### src/rtl/ysyx_22041211_rf_pkg.sv
// Shared sizing defaults and helpers for the regfile/scoreboard slice.
package ysyx_22041211_rf_pkg;

    localparam int unsigned DEF_NR_REGS    = 16;
    localparam int unsigned DEF_DATA_WIDTH = 32;
    localparam int unsigned DEF_NR_RD      = 2;

    // Index of the hardwired-zero register.
    localparam int unsigned ZERO_REG = 0;

    // Register address width; a one-register file still needs a 1-bit address.
    function automatic int unsigned calc_aw(input int unsigned n);
        return (n > 1) ? $clog2(n) : 1;
    endfunction

endpackage

### src/rtl/ysyx_22041211_scoreboard.sv
// Per-register busy scoreboard: tracks pending writes, detects RAW/WAW
// hazards and produces issue_ready.
// Ports:
//   clk, rst                 clock, synchronous active-high reset
//   rd_addr, rd_use          packed read addresses and their use flags
//   issue_valid/wen/rd       instruction being issued
//   wb_valid, wb_rd          write-back strobe and destination
//   flush                    drop every pending write
//   issue_ready              combinational issue permission
//   busy_vec                 registered busy bits
module ysyx_22041211_scoreboard
    import ysyx_22041211_rf_pkg::*;
#(
    parameter int unsigned NR_REGS = DEF_NR_REGS,
    parameter int unsigned NR_RD   = DEF_NR_RD,
    parameter int unsigned AW      = calc_aw(NR_REGS)
) (
    input  logic                  clk,
    input  logic                  rst,
    input  logic [NR_RD*AW-1:0]   rd_addr,
    input  logic [NR_RD-1:0]      rd_use,
    input  logic                  issue_valid,
    input  logic                  issue_wen,
    input  logic [AW-1:0]         issue_rd,
    input  logic                  wb_valid,
    input  logic [AW-1:0]         wb_rd,
    input  logic                  flush,
    output logic                  issue_ready,
    output logic [NR_REGS-1:0]    busy_vec
);

    logic [NR_REGS-1:0] busy_q;
    logic [NR_REGS-1:0] busy_d;
    logic [NR_RD-1:0]   port_haz_c;
    logic               waw_haz_c;
    logic               issue_fire_c;

    // Per-port RAW hazard; a write-back to the same register resolves it this cycle.
    for (genvar g = 0; g < NR_RD; g++) begin : g_port_haz
        logic [AW-1:0] addr_c;
        assign addr_c        = rd_addr[g*AW +: AW];
        assign port_haz_c[g] = rd_use[g] && busy_q[addr_c]
                               && !(wb_valid && (wb_rd == addr_c));
    end

    // Hazard combination and issue permission; independent of issue_valid.
    always_comb begin
        waw_haz_c    = issue_wen && (issue_rd != AW'(ZERO_REG)) && busy_q[issue_rd]
                       && !(wb_valid && (wb_rd == issue_rd));
        issue_ready  = !((|port_haz_c) || waw_haz_c || flush || rst);
        issue_fire_c = issue_valid && issue_ready;
    end

    // Busy next state: flush beats write-back clear, a new issue beats both.
    always_comb begin
        busy_d = busy_q;
        if (flush) begin
            busy_d = '0;
        end else if (wb_valid && (wb_rd != AW'(ZERO_REG))) begin
            busy_d[wb_rd] = 1'b0;
        end
        if (issue_fire_c && issue_wen && (issue_rd != AW'(ZERO_REG))) begin
            busy_d[issue_rd] = 1'b1;
        end
    end

    always_ff @(posedge clk) begin
        if (rst) begin
            busy_q <= '0;
        end else begin
            busy_q <= busy_d;
        end
    end

    assign busy_vec = busy_q;

endmodule

### src/rtl/ysyx_22041211_regfile_sb.sv
// Multi-read-port integer register file with write-back bypass and busy
// scoreboard.
// Ports:
//   clk, rst                 clock, synchronous active-high reset
//   rd_addr, rd_use          packed read addresses / operand-needed flags
//   rd_data                  packed combinational read data
//   issue_valid/wen/rd       issuing instruction, issue_ready back
//   wb_valid/rd/data         write-back strobe
//   flush                    squash all pending writes
//   busy_vec                 scoreboard state
module ysyx_22041211_regfile_sb
    import ysyx_22041211_rf_pkg::*;
#(
    parameter int unsigned NR_REGS    = DEF_NR_REGS,
    parameter int unsigned DATA_WIDTH = DEF_DATA_WIDTH,
    parameter int unsigned NR_RD      = DEF_NR_RD
) (
    input  logic                                    clk,
    input  logic                                    rst,
    input  logic [NR_RD*calc_aw(NR_REGS)-1:0]       rd_addr,
    input  logic [NR_RD-1:0]                        rd_use,
    output logic [NR_RD*DATA_WIDTH-1:0]             rd_data,
    input  logic                                    issue_valid,
    input  logic                                    issue_wen,
    input  logic [calc_aw(NR_REGS)-1:0]             issue_rd,
    output logic                                    issue_ready,
    input  logic                                    wb_valid,
    input  logic [calc_aw(NR_REGS)-1:0]             wb_rd,
    input  logic [DATA_WIDTH-1:0]                   wb_data,
    input  logic                                    flush,
    output logic [NR_REGS-1:0]                      busy_vec
);

    localparam int unsigned AW = calc_aw(NR_REGS);

    logic [DATA_WIDTH-1:0] mem_q [NR_REGS];
    logic [DATA_WIDTH-1:0] mem_d [NR_REGS];
    logic                  wb_we_c;

    // Write path; x0 writes are dropped. Flush does not block data writes.
    always_comb begin
        mem_d   = mem_q;
        wb_we_c = wb_valid && (wb_rd != AW'(ZERO_REG));
        if (wb_we_c) begin
            mem_d[wb_rd] = wb_data;
        end
    end

    always_ff @(posedge clk) begin
        if (rst) begin
            for (int unsigned i = 0; i < NR_REGS; i++) begin
                mem_q[i] <= '0;
            end
        end else begin
            mem_q <= mem_d;
        end
    end

    // Read ports: x0 reads zero, then same-cycle write-back bypass, then array.
    for (genvar g = 0; g < NR_RD; g++) begin : g_rd_port
        logic [AW-1:0] addr_c;
        assign addr_c = rd_addr[g*AW +: AW];
        assign rd_data[g*DATA_WIDTH +: DATA_WIDTH] =
            (addr_c == AW'(ZERO_REG))          ? '0      :
            (wb_valid && (wb_rd == addr_c))    ? wb_data :
                                                 mem_q[addr_c];
    end

    ysyx_22041211_scoreboard #(
        .NR_REGS (NR_REGS),
        .NR_RD   (NR_RD),
        .AW      (AW)
    ) u_scoreboard (
        .clk         (clk),
        .rst         (rst),
        .rd_addr     (rd_addr),
        .rd_use      (rd_use),
        .issue_valid (issue_valid),
        .issue_wen   (issue_wen),
        .issue_rd    (issue_rd),
        .wb_valid    (wb_valid),
        .wb_rd       (wb_rd),
        .flush       (flush),
        .issue_ready (issue_ready),
        .busy_vec    (busy_vec)
    );

endmodule

### config.mk
export PLATFORM = sky130hd
export DESIGN_NAME = ysyx_22041211_regfile_sb
export DESIGN_NICKNAME = d
export VERILOG_FILES = /design/src/rtl/ysyx_22041211_rf_pkg.sv /design/src/rtl/ysyx_22041211_scoreboard.sv /design/src/rtl/ysyx_22041211_regfile_sb.sv
export SDC_FILE = /design/constraint.sdc
export NUM_CORES = 2
export LEC_CHECK = 0
export CAP_MARGIN = 15
export CORE_MARGIN = 10
export CORE_UTILIZATION = 55
export CTS_BUF_LIST = sky130_fd_sc_hd__clkbuf_4 sky130_fd_sc_hd__clkbuf_8 sky130_fd_sc_hd__clkbuf_16
export DETAILED_ROUTE_END_ITERATION = 8
export GPL_ROUTABILITY_DRIVEN = 0
export PLACE_DENSITY = 0.77
export SYNTH_ARGS = -nofsm -noshare
export SYNTH_HDL_FRONTEND = slang
export SYNTH_SLANG_ARGS = --single-unit
### constraint.sdc
create_clock -name clk -period 2 [get_ports clk]
set_input_delay 0.2 -clock clk [delete_from_list [all_inputs] [get_ports clk]]
set_output_delay 0.2 -clock clk [all_outputs]
set_load 0.01 [all_outputs]
=== Yosys cells after proc, flatten, opt, wreduce, memory -nomap -nowiden ===
Cells that the tools add are included.

* $lt $le $gt $ge: 10
* Equality and inequality tests: 3
* Muxes and demuxes: 26
* Bitwise gates (word level): 6
* Reduce and logical (&&, ||, !) cells: 29

{| class="wikitable"
|+ Operators with widths
! cell !! number
|-
| $bwmux W512 || 1
|-
| $mux W32 || 9
|-
| $bmux W32 S4 || 2
|-
| $demux W32 S4 || 1
|-
| $mux W16 || 3
|-
| $lt A4 B5 Y1 const B || 4
|-
| $logic_and A1 B1 Y1 || 17
|-
| $and A16 B16 Y16 || 1
|-
| $not A16 Y16 || 1
|-
| $or A16 B16 Y16 || 1
|-
| $ge A5 B5 Y1 const B || 3
|-
| $not A4 Y5 || 3
|-
| $bmux W1 S4 || 3
|-
| $eq A4 B4 Y1 || 3
|-
| $demux W1 S4 || 2
|-
| $ge A4 B1 Y1 const B || 2
|-
| $logic_not A4 Y1 || 2
|-
| $reduce_bool A4 Y1 || 2
|-
| $lt A5 B1 Y1 const B || 1
|-
| $mux W1 || 5
|-
| $logic_not A1 Y1 || 4
|-
| $logic_or A1 B1 Y1 || 3
|-
| $reduce_or A2 Y1 || 1
|}

* Bits in registers: 528
* Input bits: 56
* Output and inout bits: 81
* Word-level logic and storage cells: 91

=== Longest topological paths before layout ===
* Word-level depth: 13
* Depth in mapped cells: 9
* Depth with buffers taken out: 5

=== Hierarchy ===
Synthesis repeated with hierarchy kept, for this count alone.

* Cell total of the unflattened synthesis: 3072
* Area, all modules: 28642.5 sq um

{| class="wikitable"
|+ By module, submodules not included
! module !! times used !! cells an instance !! area an instance (sq um) !! seq. area each (sq um)
|-
| ysyx_22041211_regfile_sb || 1 || 2920 || 27198.6 || 10249.8
|-
| ysyx_22041211_scoreboard || 1 || 152 || 1443.9 || 320.3
|}

=== Worst setup path before layout ===
Ideal clock, no wire load.

* Kind: input -> output
* Start point: input port rd_addr[5]
* End point: output port rd_data[44]
* Data arrival time: 1920 ps
* Data required time: 1800 ps
* Setup slack: -120 ps
* Cell stages on the path: 7
* Cell sequence: buf_2 > buf_2 > buf_1 > mux4_2 > mux4_2 > nand2_1 > a21oi_1

* Word-level cells in the longest chain between the ends: 6

{| class="wikitable"
|+ RTL lines
! item !! line !! source
|-
| start, declared || ysyx_22041211_regfile_sb.sv:20 || <nowiki>input logic [NR_RD*calc_aw(NR_REGS)-1:0] rd_addr,</nowiki>
|-
| $not A4 Y5 (not written as such) || ysyx_22041211_regfile_sb.sv:66 || <nowiki>mem_q[addr_c];</nowiki>
|-
| $bmux W32 S4 || ysyx_22041211_regfile_sb.sv:66 ||
|-
| $mux W32 (not written as such) (2 in a row) || ysyx_22041211_regfile_sb.sv:66 ||
|-
| $mux W32 || ysyx_22041211_regfile_sb.sv:65 || <nowiki>(wb_valid && (wb_rd == addr_c)) ? wb_data :</nowiki>
|-
| $mux W32 (*) || ysyx_22041211_regfile_sb.sv:64 || <nowiki>(addr_c == AW'(ZERO_REG)) ? '0 :</nowiki>
|-
| end, declared || ysyx_22041211_regfile_sb.sv:22 || <nowiki>output logic [NR_RD*DATA_WIDTH-1:0] rd_data,</nowiki>
|}

Every way passes the cells marked *; elsewhere a longest branch is shown, timed or not. The select of a mux whose other input is x is not followed.

=== Worst setup path after layout ===
* Start point: register u_scoreboard.busy_q[7], in the netlist u_scoreboard.busy_vec[7]
* End point: output port issue_ready

* Word-level cells in the longest chain between the ends: 9

{| class="wikitable"
|+ RTL lines
! item !! line !! source
|-
| start, declared || ysyx_22041211_scoreboard.sv:32 || <nowiki>logic [NR_REGS-1:0] busy_q;</nowiki>
|-
| start signal, assigned || ysyx_22041211_scoreboard.sv:71 || <nowiki>busy_q <= busy_d;</nowiki>
|-
| $bmux W1 S4 || ysyx_22041211_scoreboard.sv:42 || <nowiki>assign port_haz_c[g] = rd_use[g] && busy_q[addr_c]</nowiki>
|-
| $mux W1 (not written as such) || ysyx_22041211_scoreboard.sv:42 ||
|-
| $logic_and A1 B1 Y1 || ysyx_22041211_scoreboard.sv:42 ||
|-
| $logic_and A1 B1 Y1 || ysyx_22041211_scoreboard.sv:43 || <nowiki>&& !(wb_valid && (wb_rd == addr_c));</nowiki>
|-
| $reduce_or A2 Y1 || ysyx_22041211_scoreboard.sv:50 || <nowiki>issue_ready = !((|port_haz_c) || waw_haz_c || flush || rst);</nowiki>
|-
| $logic_or A1 B1 Y1 (*) (3 in a row) || ysyx_22041211_scoreboard.sv:50 ||
|-
| $logic_not A1 Y1 (*) || ysyx_22041211_scoreboard.sv:50 ||
|-
| end, declared || ysyx_22041211_regfile_sb.sv:26 || <nowiki>output logic issue_ready,</nowiki>
|}

Marked as above.

==> flow_summary_export.csv <==
group,metric,value,unit
sta,setup-violations-final,65,
setup_path,crit_buf_inv,1,
routing,vias,25700,
setup_path,critical_path.endpoint_type,"primary output",
sta,skew,0.00410,ns
synth,synth_compound_area_share,10.9,%
power,leakage,0.0114,µW
sta,period_needed,2.67,ns
global_routing,use_met1,39.7,%
status,violations,"setup timing",
setup_path,worst_ep_required_time,1.80,ns
clock_tree,clock_latency,0.63,ns
synth,synth_fa_ha_area_share,0,%
floorplan,die_h,243,µm
global_routing,antenna_found_initial,1,
setup_path,slowest_delay,0.49,ns
routing,ant_nets,0,
floorplan,initial_core_util,55.7,%
clock_tree,cts_buffers,54,
setup_path,crit_type,"reg2out",
synth,synthSimpleGateAreaFrac,17.7,%
global_routing,grt_start_max_net_pins,100,
layout,nFillCells,3492,
global_routing,grt_pass1_wl,150,mm
floorplan,ios,137,
synth,ys_seq_elements,528,
setup_path,crit_path_top_delay_cell,"mux4_2",
clock_tree,cts_buffer_depth,3,
synth,yosys-top-cells-area,"dfxtp_1 (39%), mux4_2 (27%), nand2_1 (15%)",
global_routing,globalRouteOverflowTotal,0,
synth,avgSynthCellArea,9.12,µm²
synth,yosysWarningCount,0,
synth,yosys-top-cells-count,"nand2_1 (1,113), a21oi_1 (544), dfxtp_1 (528)",
sta,period_share,134,%
global_routing,grt_use_met2,50.9,%
sta,hold_violations,0,
global_routing,grt_pass1_vias,26000,
clock_tree,cts_sinks,528,
setup_path,worstPathCellList,"mux4_2, mux2i_2, o32ai_2, a32o_2, nor4_4, buf_2",
clock_tree,clk_pin_slew,0.06,ns
status,status,"finished, violations left",
routing,wl_per_cell,25.5,µm
routing,remaining_drc_errors,0,
layout,nets,3209,
layout,area_growth,22.7,%
setup_path,worst_ep_arrival_time,2.47,ns
layout,final_core_util,68.4,%
clock_tree,root_buffer,"clkbuf_16",
floorplan,dieWidth,243,µm
worst_hold_path,hold_class,"in2reg",
routing,drtIter0Drc,3990,
synth,synth_top_family_by_area,"multiplexers",
power,p_per_area,717,nW/µm²
setup_path,critPathMaxFanout,4,
global_routing,grt-busiest-layer,"met2",
synth,synthArstFlopShare,0,%
power,max-vdd-ir-drop,0.671,mV
sta,rsz0062_at_grt,"yes",
run,drv_cap,0,
placement,pre_cts_slack,-0.857,ns
synth,yosys.area.top_type_share,38.7,%
sta,worstMarginPinSlew,0.718,ns
global_routing,grt_util_all_layers,32.4,%
sta,fmax,374,MHz
placement,portBuffers,136,
sta,finalWorstSetupSlack,-0.674,ns
sta,fin_hold_ws,0.347,ns
synth,synth-edff-count,0,
setup_path,crit_family,"multiplexers",
synth,synth.yosys.seq_area_share,38.7,%
routing,via_per_inst,6.65,
synth,muxShareOfSynthArea,27.4,%
synth,yosysMostFrequentCell,"nand2_1",
synth,synthXorXnorAreaFrac,0.385,%
clock_tree,htreeDepth,2,
setup_path,cp-start-kind,"flip-flop",
placement,hpwl,61.8,mm
sta,relSlewSlack,51.8,%
sta,finalMaxSlewViolations,0,
synth,mappedNetlistNets,3053,
layout,insertedDiodeCount,0,
global_routing,use_met3,8.91,%
layout,drive_gt1_share,33.7,%
synth,synth_ff_type,"dfxtp_1",
routing,first_pass_iters,6,
floorplan,core-area,49100,µm²
placement,placedCellCount,3756,
synth,synth_area,27300,µm²
routing,routed_wl,98.5,mm
synth,synth_area_leader_cell,"dfxtp_1",
layout,finalNonFillerCells,3862,
clock_tree,cts_tree,"done",
synth,ys_types,45,
floorplan,rows,81,
floorplan,die_area,59000,µm²
synth,synthCells,2997,
[flip-flops by register name, indices dropped and copies added (netlist names)]
signal / cells
mem_q: 512
u_scoreboard.busy_vec: 16
[routing by layer]
layer | share of wire, % | routed length (µm)
met1 | 34 | 33400
met2 | 46 | 45300
met3 | 14 | 13600
met4 | 6.3 | 6230
met5 | 0 | 0
[logic make-up (layout without fill, tap and decap cells)]
logic type	count (synthesis)	in the layout
XOR/XNOR	12	12
AO/OA/AOI/OAI	573	573
buffers and inverters	323	524
flip-flops	528	528
multiplexers	333	333
AND/OR/NAND/NOR	1228	1228
[repair_timing]
| item | 4_1_cts | 5_1_grt |
|---|---|---|
| endpoints found under the hold margin | 7 | 0 |
| gates resized for setup | 390 | 117 |
| buffers inserted | 2 | 2 |
| hold buffers | 1 | 0 |
| setup endpoints to repair | 76 | 79 |
| pin swaps | 126 | 18 |
[placed cells by master, fill, tap and decap left out, drive strengths merged, types with 2 or more instances in the layout]
cell type and n:
xnor2 6, and3b 2, clkdlybuf4s50 62, nand3b 4
or3b 2, a21oi 544, o2111ai 2, clkinv 7
or2 2, nor3 6, nand3 24, o21ai 8
buf 356, nand2 1113, nand2b 3, nor4 3
mux4 331, inv 4, clkinvlp 7, dfxtp 528
o211ai 3, nor3b 2, clkbuf 83, and2 2
o31ai 10, bufinv 4, nand4b 2, xor2 6
nor2 20, nor2b 38, and3 3
[cell type report]
cell class | instances | area (µm²) | share of cell area (%)
inverters | 2 | 7.51 | 0.0224
well taps | 664 | 831 | 2.48
multi-input cells | 2146 | 16000 | 47.6
repair buffers | 421 | 4080 | 12.2
flip-flops and latches | 528 | 10700 | 32.0
clock inverters | 20 | 240 | 0.716
clock buffers | 81 | 1680 | 5.02
[stage by stage]
stage          setup TNS [ns]  instance area [µm²]  total power (µW)
2_1_floorplan          -0.491                27400             12300
3_3_place_gp           -79.91                31400             13300
3_5_place_dp           -92.16                31400             13400
4_1_cts                -26.84                33200             23900
5_1_grt                -29.45                33500             24600
6_report               -27.32                33500             24100
[power breakdown]
| part | switching (µW) | internal (µW) | total, µW |
|---|---|---|---|
| clock | 4480 | 6360 | 10800 |
| sequential | 90.7 | 10600 | 10700 |
| combinational | 1470 | 1020 | 2480 |
[tightest hold or removal path: stages]
cell	delay (ns)
clkdlybuf4s50_1	0.44
buf_12	0.17
nand2_1	0.06
a21oi_1	0.05
[final timing paths]
check / endpoint / slack (ns) / cells past startpoint / from
max: issue_ready / -0.67 / 6 / u_scoreboard.busy_vec[7]
max reg2reg: u_scoreboard.busy_vec[7] / 0.04 / 6 / u_scoreboard.busy_vec[7]
min reg2reg: mem_q[29] / 0.46 / 2 / mem_q[29]
min: mem_q[31] / 0.35 / 4 / wb_data[31]
(Power assumes the default switching activity.)
